## src/rtl/pc_register_pkg.sv

```systemverilog
// pc_register_pkg: shared CPU constants used by the program-counter register
package pc_register_pkg;
    localparam int unsigned XLEN         = 32;
    localparam logic [31:0] RESET_VECTOR = 32'h0000_0000;
    localparam int unsigned INSN_BYTES   = 4;
endpackage

```

## src/rtl/pc_register.sv

```systemverilog
// pc_register: program counter with async reset, load enable and a precomputed sequential address
module pc_register
    import pc_register_pkg::*;
#(
    parameter int unsigned       WIDTH        = XLEN,
    parameter logic [WIDTH-1:0]  RESET_VECTOR = pc_register_pkg::RESET_VECTOR
) (
    input  logic             CLK,
    input  logic             RST,
    input  logic             PC_EN,
    input  logic [WIDTH-1:0] PC_NEXT,
    output logic [WIDTH-1:0] PC,
    output logic [WIDTH-1:0] PC_PLUS4
);
    logic [WIDTH-1:0] pc_q;
    logic [WIDTH-1:0] pc_d;

    // load the next PC when enabled, otherwise stall on the current value
    always_comb pc_d = PC_EN ? PC_NEXT : pc_q;

    // PC flop; reset forces the vector immediately, independent of the clock
    always_ff @(posedge CLK or posedge RST) begin
        if (RST) pc_q <= RESET_VECTOR;
        else     pc_q <= pc_d;
    end

    assign PC       = pc_q;
    assign PC_PLUS4 = pc_q + WIDTH'(INSN_BYTES);
endmodule

```

## config.mk

```make
export PLATFORM = sky130hd
export DESIGN_NAME = pc_register
export DESIGN_NICKNAME = d
export VERILOG_FILES = /design/src/rtl/pc_register_pkg.sv /design/src/rtl/pc_register.sv
export SDC_FILE = /design/constraint.sdc
export NUM_CORES = 1
export LEC_CHECK = 0
export ABC_AREA = 1
export ABC_CLOCK_PERIOD_IN_PS = 2150
export CAP_MARGIN = 20
export CORE_MARGIN = 1.5
export CORE_UTILIZATION = 41
export CTS_CLUSTER_DIAMETER = 100
export DETAILED_ROUTE_END_ITERATION = 6
export PLACE_DENSITY = 0.82
export SYNTH_ARGS = -nofsm -noshare
export SYNTH_HDL_FRONTEND = slang
export SYNTH_SLANG_ARGS = --single-unit
```

## constraint.sdc

```tcl
create_clock -name CLK -period 2.15 [get_ports CLK]
set_input_delay 0.5375 -clock CLK [delete_from_list [all_inputs] [get_ports CLK]]
set_output_delay 0.5375 -clock CLK [all_outputs]
set_load 0.02 [all_outputs]
```

Word level (Yosys, flattened, before mapping):

Index checks and enable logic that the tools add are counted.

* $add $sub $neg: 1
* multipliers: 0
* divide/modulo/power cells: 0
* order comparisons: 0
* equal/unequal tests: 0
* shift-type cells: 0
* multiplexer cells: 0
* bitwise logic cells: 0
* reductions and logical operators: 0

Operators by type and width (number)
* adder 32 x 3 -> 32 bit (second input constant): 1

* register bits: 32
* latch bits: 0
* bits in writable memories: 0
* bits in read-only memories: 0
* input port bits: 35
* output and inout bits: 64
* word-level logic and storage cells: 2
* memories kept: 0

Depth between registers and ports, before layout:

* word-level depth: 1
* gate-level depth with buffers: 8
* gate-level depth less buffers: 8

Worst setup path after synthesis:

No wires, ideal clock.

* kind: reg-to-output
* start point: register pc_q[3], in the netlist PC[3]
* end point: output port PC_PLUS4[18]
* arrival time: 1562 ps
* setup slack: 51 ps
* stages on the path, launching flop included: 7
* path buffers: 0
* path through: dfrtp_1 > ha_1 > nand2_1 > nor2_4 > nand2_4 > nor2_2 > xor2_1

* word-level cells in the longest chain between the ends: 1

Ends and longest elaborated chain
* start, declared: RTL line pc_register.sv:15 `logic [WIDTH-1:0] pc_q;`
* start signal, assigned: RTL line pc_register.sv:24 `else pc_q <= pc_d;`
* adder 32 x 3 -> 32 bit: RTL line pc_register.sv:28 `assign PC_PLUS4 = pc_q + WIDTH'(INSN_BYTES);`
* end, declared: RTL line pc_register.sv:13 `output logic [WIDTH-1:0] PC_PLUS4`

No other way between the ends.

Worst setup path in the final report:

* start point: register pc_q[12], in the netlist PC[12]
* end point: output port PC_PLUS4[15]

The elaborated chain is that of the path after synthesis.

==> impl_metrics.csv <==
group,metric,value,unit
run_status,status,"complete, but fails checks",
run_status,violations,"setup timing",
worst_hold_path,hold_path.class,"register to register",
worst_hold_path,worstHoldStart,"PC[1]",
yosys,synth_area_leaders,"dfrtp_1 38%, nand2_1 17%, mux2_2 6.9%",
timing,clock-skew-final,0,ns
pwr,power_density,557.2,nW/um^2
clock_network,clock_latency,0.29,ns
die,io_pins,99,
routing,vias,2337,
setup_path,critPathKind,"register to primary output",
die,die_area,5597,um^2
timing,period_share,107.2,%
routing,vias_per_cell,4.769,
yosys,synth_top_area_share,37.87,%
timing,setup-tns-final,-1.154,ns
yosys,synth_seq_area_share,37.87,%
yosys,ys_async_sr_fraction,100.0,%
timing,period_minus_slack,2.306,ns
die,rows,25,
global_routing,grt_max_degree,33,
routing,wl_per_cell,13.34,um
yosys,synthTopCellsByCount,"96 x nand2_1, 32 x dfrtp_1, 29 x inv_1, 29 x nor2_1, 19 x o21ai_0",
pwr,leakage,1.733,nW
pwr,p_total,1.988,mW
setup_path,r2r_end,"PC[4]",
setup_path,critical_path_required,1.61,ns
routing,antenna_left,0,
job,max_cap_violations,0,
timing,hold_viol_final,0,
clock_network,numCtsBuffers,5,
cells_and_area,syn_to_final_growth,68.76,%
worst_hold_path,hold_depth,1,
clock_network,cts_root_buffer,"clkbuf_8",
timing,worstMarginPinSlew,0.6063,ns
yosys,synth_cells,278,
clock_network,cts_tree,"built",
yosys,synth_most_common_cell,"nand2_1",
die,die_height,74.82,um
global_routing,antenna_found_initial,0,
placement,postPlaceCellArea,3465,um^2
routing,dr.first_iter.drc_count,119,
timing,whs,0.5382,ns
yosys,netlist_area,2115,um^2
die,core,4848,um^2
yosys,synth.distinct_cells,21,
cells_and_area,diodes,0,
worst_hold_path,hold_end,"PC[1]",
global_routing,grt_pass1_wl,9942,um
setup_path,reg2reg_depth,2,
cells_and_area,largest_register_ffs,32,
routing,route.detailed.drc,0,
cells_and_area,drive_gt1_share,30.97,%
yosys,synth_enable_flop_cells,0,
die,start_util,43.61,%
yosys,synth.avg_cell_area,7.606,um^2
setup_path,cp-end-kind,"primary output",
timing,fin_ws,-0.1558,ns
routing,drt-pass1-iter-count,4,
yosys,yosysTopAreaCell,"dfrtp_1",
timing,slew_viol_final,0,
placement,portBuffers,98,
timing,timing.fmax,433.7,MHz
yosys,synth_ff_type,"dfrtp_1",
clock_network,cts.clk_slew.worst_paths,0.07,ns
timing,setup_violations,19,
placement,place_hpwl,4867,um
cells_and_area,postLayoutCellArea,3568,um^2
global_routing,grt_overflow,0,
setup_path,rr_startpoint,"PC[4]",
routing,routed_wl,6538,um
setup_path,path_max_fanout,5,
setup_path,cp-start-kind,"register",
die,die_x,74.82,um
setup_path,r2r_slack,1.17,ns
timing,rsz0062_at_grt,"yes",
yosys,yosys_warnings,0,
timing,slew_headroom,59.58,%
yosys,ys_ff_latch,32,
clock_network,clock-sinks,32,
clock_network,clk_path_buf_depth,2,
clock_network,htreeDepth,2,
yosys,synthesis.nets,314,
placement,preCtsSetupSlack,-0.2404,ns
pwr,vdd_drop_max,0.4784,mV
setup_path,cp.arrival,1.77,ns
cells_and_area,finalNetCount,458,
global_routing,grt_use_total,23.58,%
global_routing,first_global_vias,2236,
placement,gp_congestion,0.8937,
## layout by cell type (no fill, tap or decap)
cell	n
and2_1	2
buf_2	11
buf_4	60
buf_6	4
clkbuf_8	6
clkdlybuf4s50_1	67
clkinv_2	2
dfrtp_1	30
dfrtp_2	2
dlygate4sd2_1	3
ha_4	1
inv_1	27
inv_2	2
mux2_2	13
nand2_1	91
nand2_2	8
nand2_4	3
nand2_8	1
nand3_1	14
nand4_1	1
nor2_1	25
nor2_2	3
nor2_4	10
nor2_8	3
o21ai_0	19
xor2_1	13
xor2_2	2
## where the power goes
group          leakage, nW  internal [mW]  total (mW)  switching [mW]
Clock               0.0510          0.255       0.485           0.230
Sequential           0.381          0.660       0.717          0.0573
Combinational         1.30          0.382       0.786           0.404
Total                 1.73           1.30        1.99           0.691
## cell families after synthesis
family          share of synthesized area, %
fa+ha+maj                             0.5916
compound gates                         4.497
mux                                    6.923
xor+xnor                               6.568
simple gates                           36.51
flops                                  37.87
buf+inv                                7.041
## timing repair
action / 4_1_cts / 5_1_grt
pin swaps: 14 / 8
hold endpoints to repair: 0 / 0
hold buffers: 0 / 0
setup endpoints to repair: 29 / 26
gates resized for setup: 133 / 20
buffers inserted: 0 / 3
gates cloned: 0 / 0
## worst max path at each step
stage | startpoint | endpoint | cells past startpoint | slack, ns
detailed placement | PC[3] | PC_PLUS4[16] | 7 | -0.24
CTS | PC[3] | PC_PLUS4[12] | 7 | -0.1
floorplan | PC[3] | PC_PLUS4[18] | 6 | 0.05
global placement | PC[2] | PC_PLUS4[12] | 7 | -0.21
global route | PC[12] | PC_PLUS4[31] | 8 | -0.22
finish | PC[12] | PC_PLUS4[15] | 6 | -0.16
## critical path: stages, from the launching register on
cell and delay [ns]:
dfrtp_1 0.43, nand2_1 0.11, nor2_1 0.25, nand2_1 0.15, nor2_4 0.20, xor2_1 0.17, buf_4 0.16
## routing by layer
metal | wire [um] | part of all wire [%] | vias to the layer above | global-route usage [%]
li1 | - | - | 1152 | -
met1 | 2579 | 39 | 1060 | 28.41
met2 | 3190 | 49 | 103 | 38.99
met3 | 597 | 9.1 | 22 | 7.898
met4 | 171 | 2.6 | 0 | 9.495
met5 | 0 | 0 | - | 0
## area by class of cell
type / instances / area [um^2]
fillers: 369 / 1280
well taps: 67 / 83.83
inverters: 29 / 108.9
flip-flops and latches: 32 / 803.3
multi-input cells: 209 / 1232
clock inverters: 2 / 10.01
repair buffers: 145 / 1247
clock buffers: 6 / 82.58
## metrics by stage
step                instances  util (%)
floorplan                 278         -
global placement          479     71.46
detailed placement        479     71.46
CTS                       487     71.79
global route              490     73.60
finish                    490     73.60
Note: power is estimated with default switching activity, not from simulation.
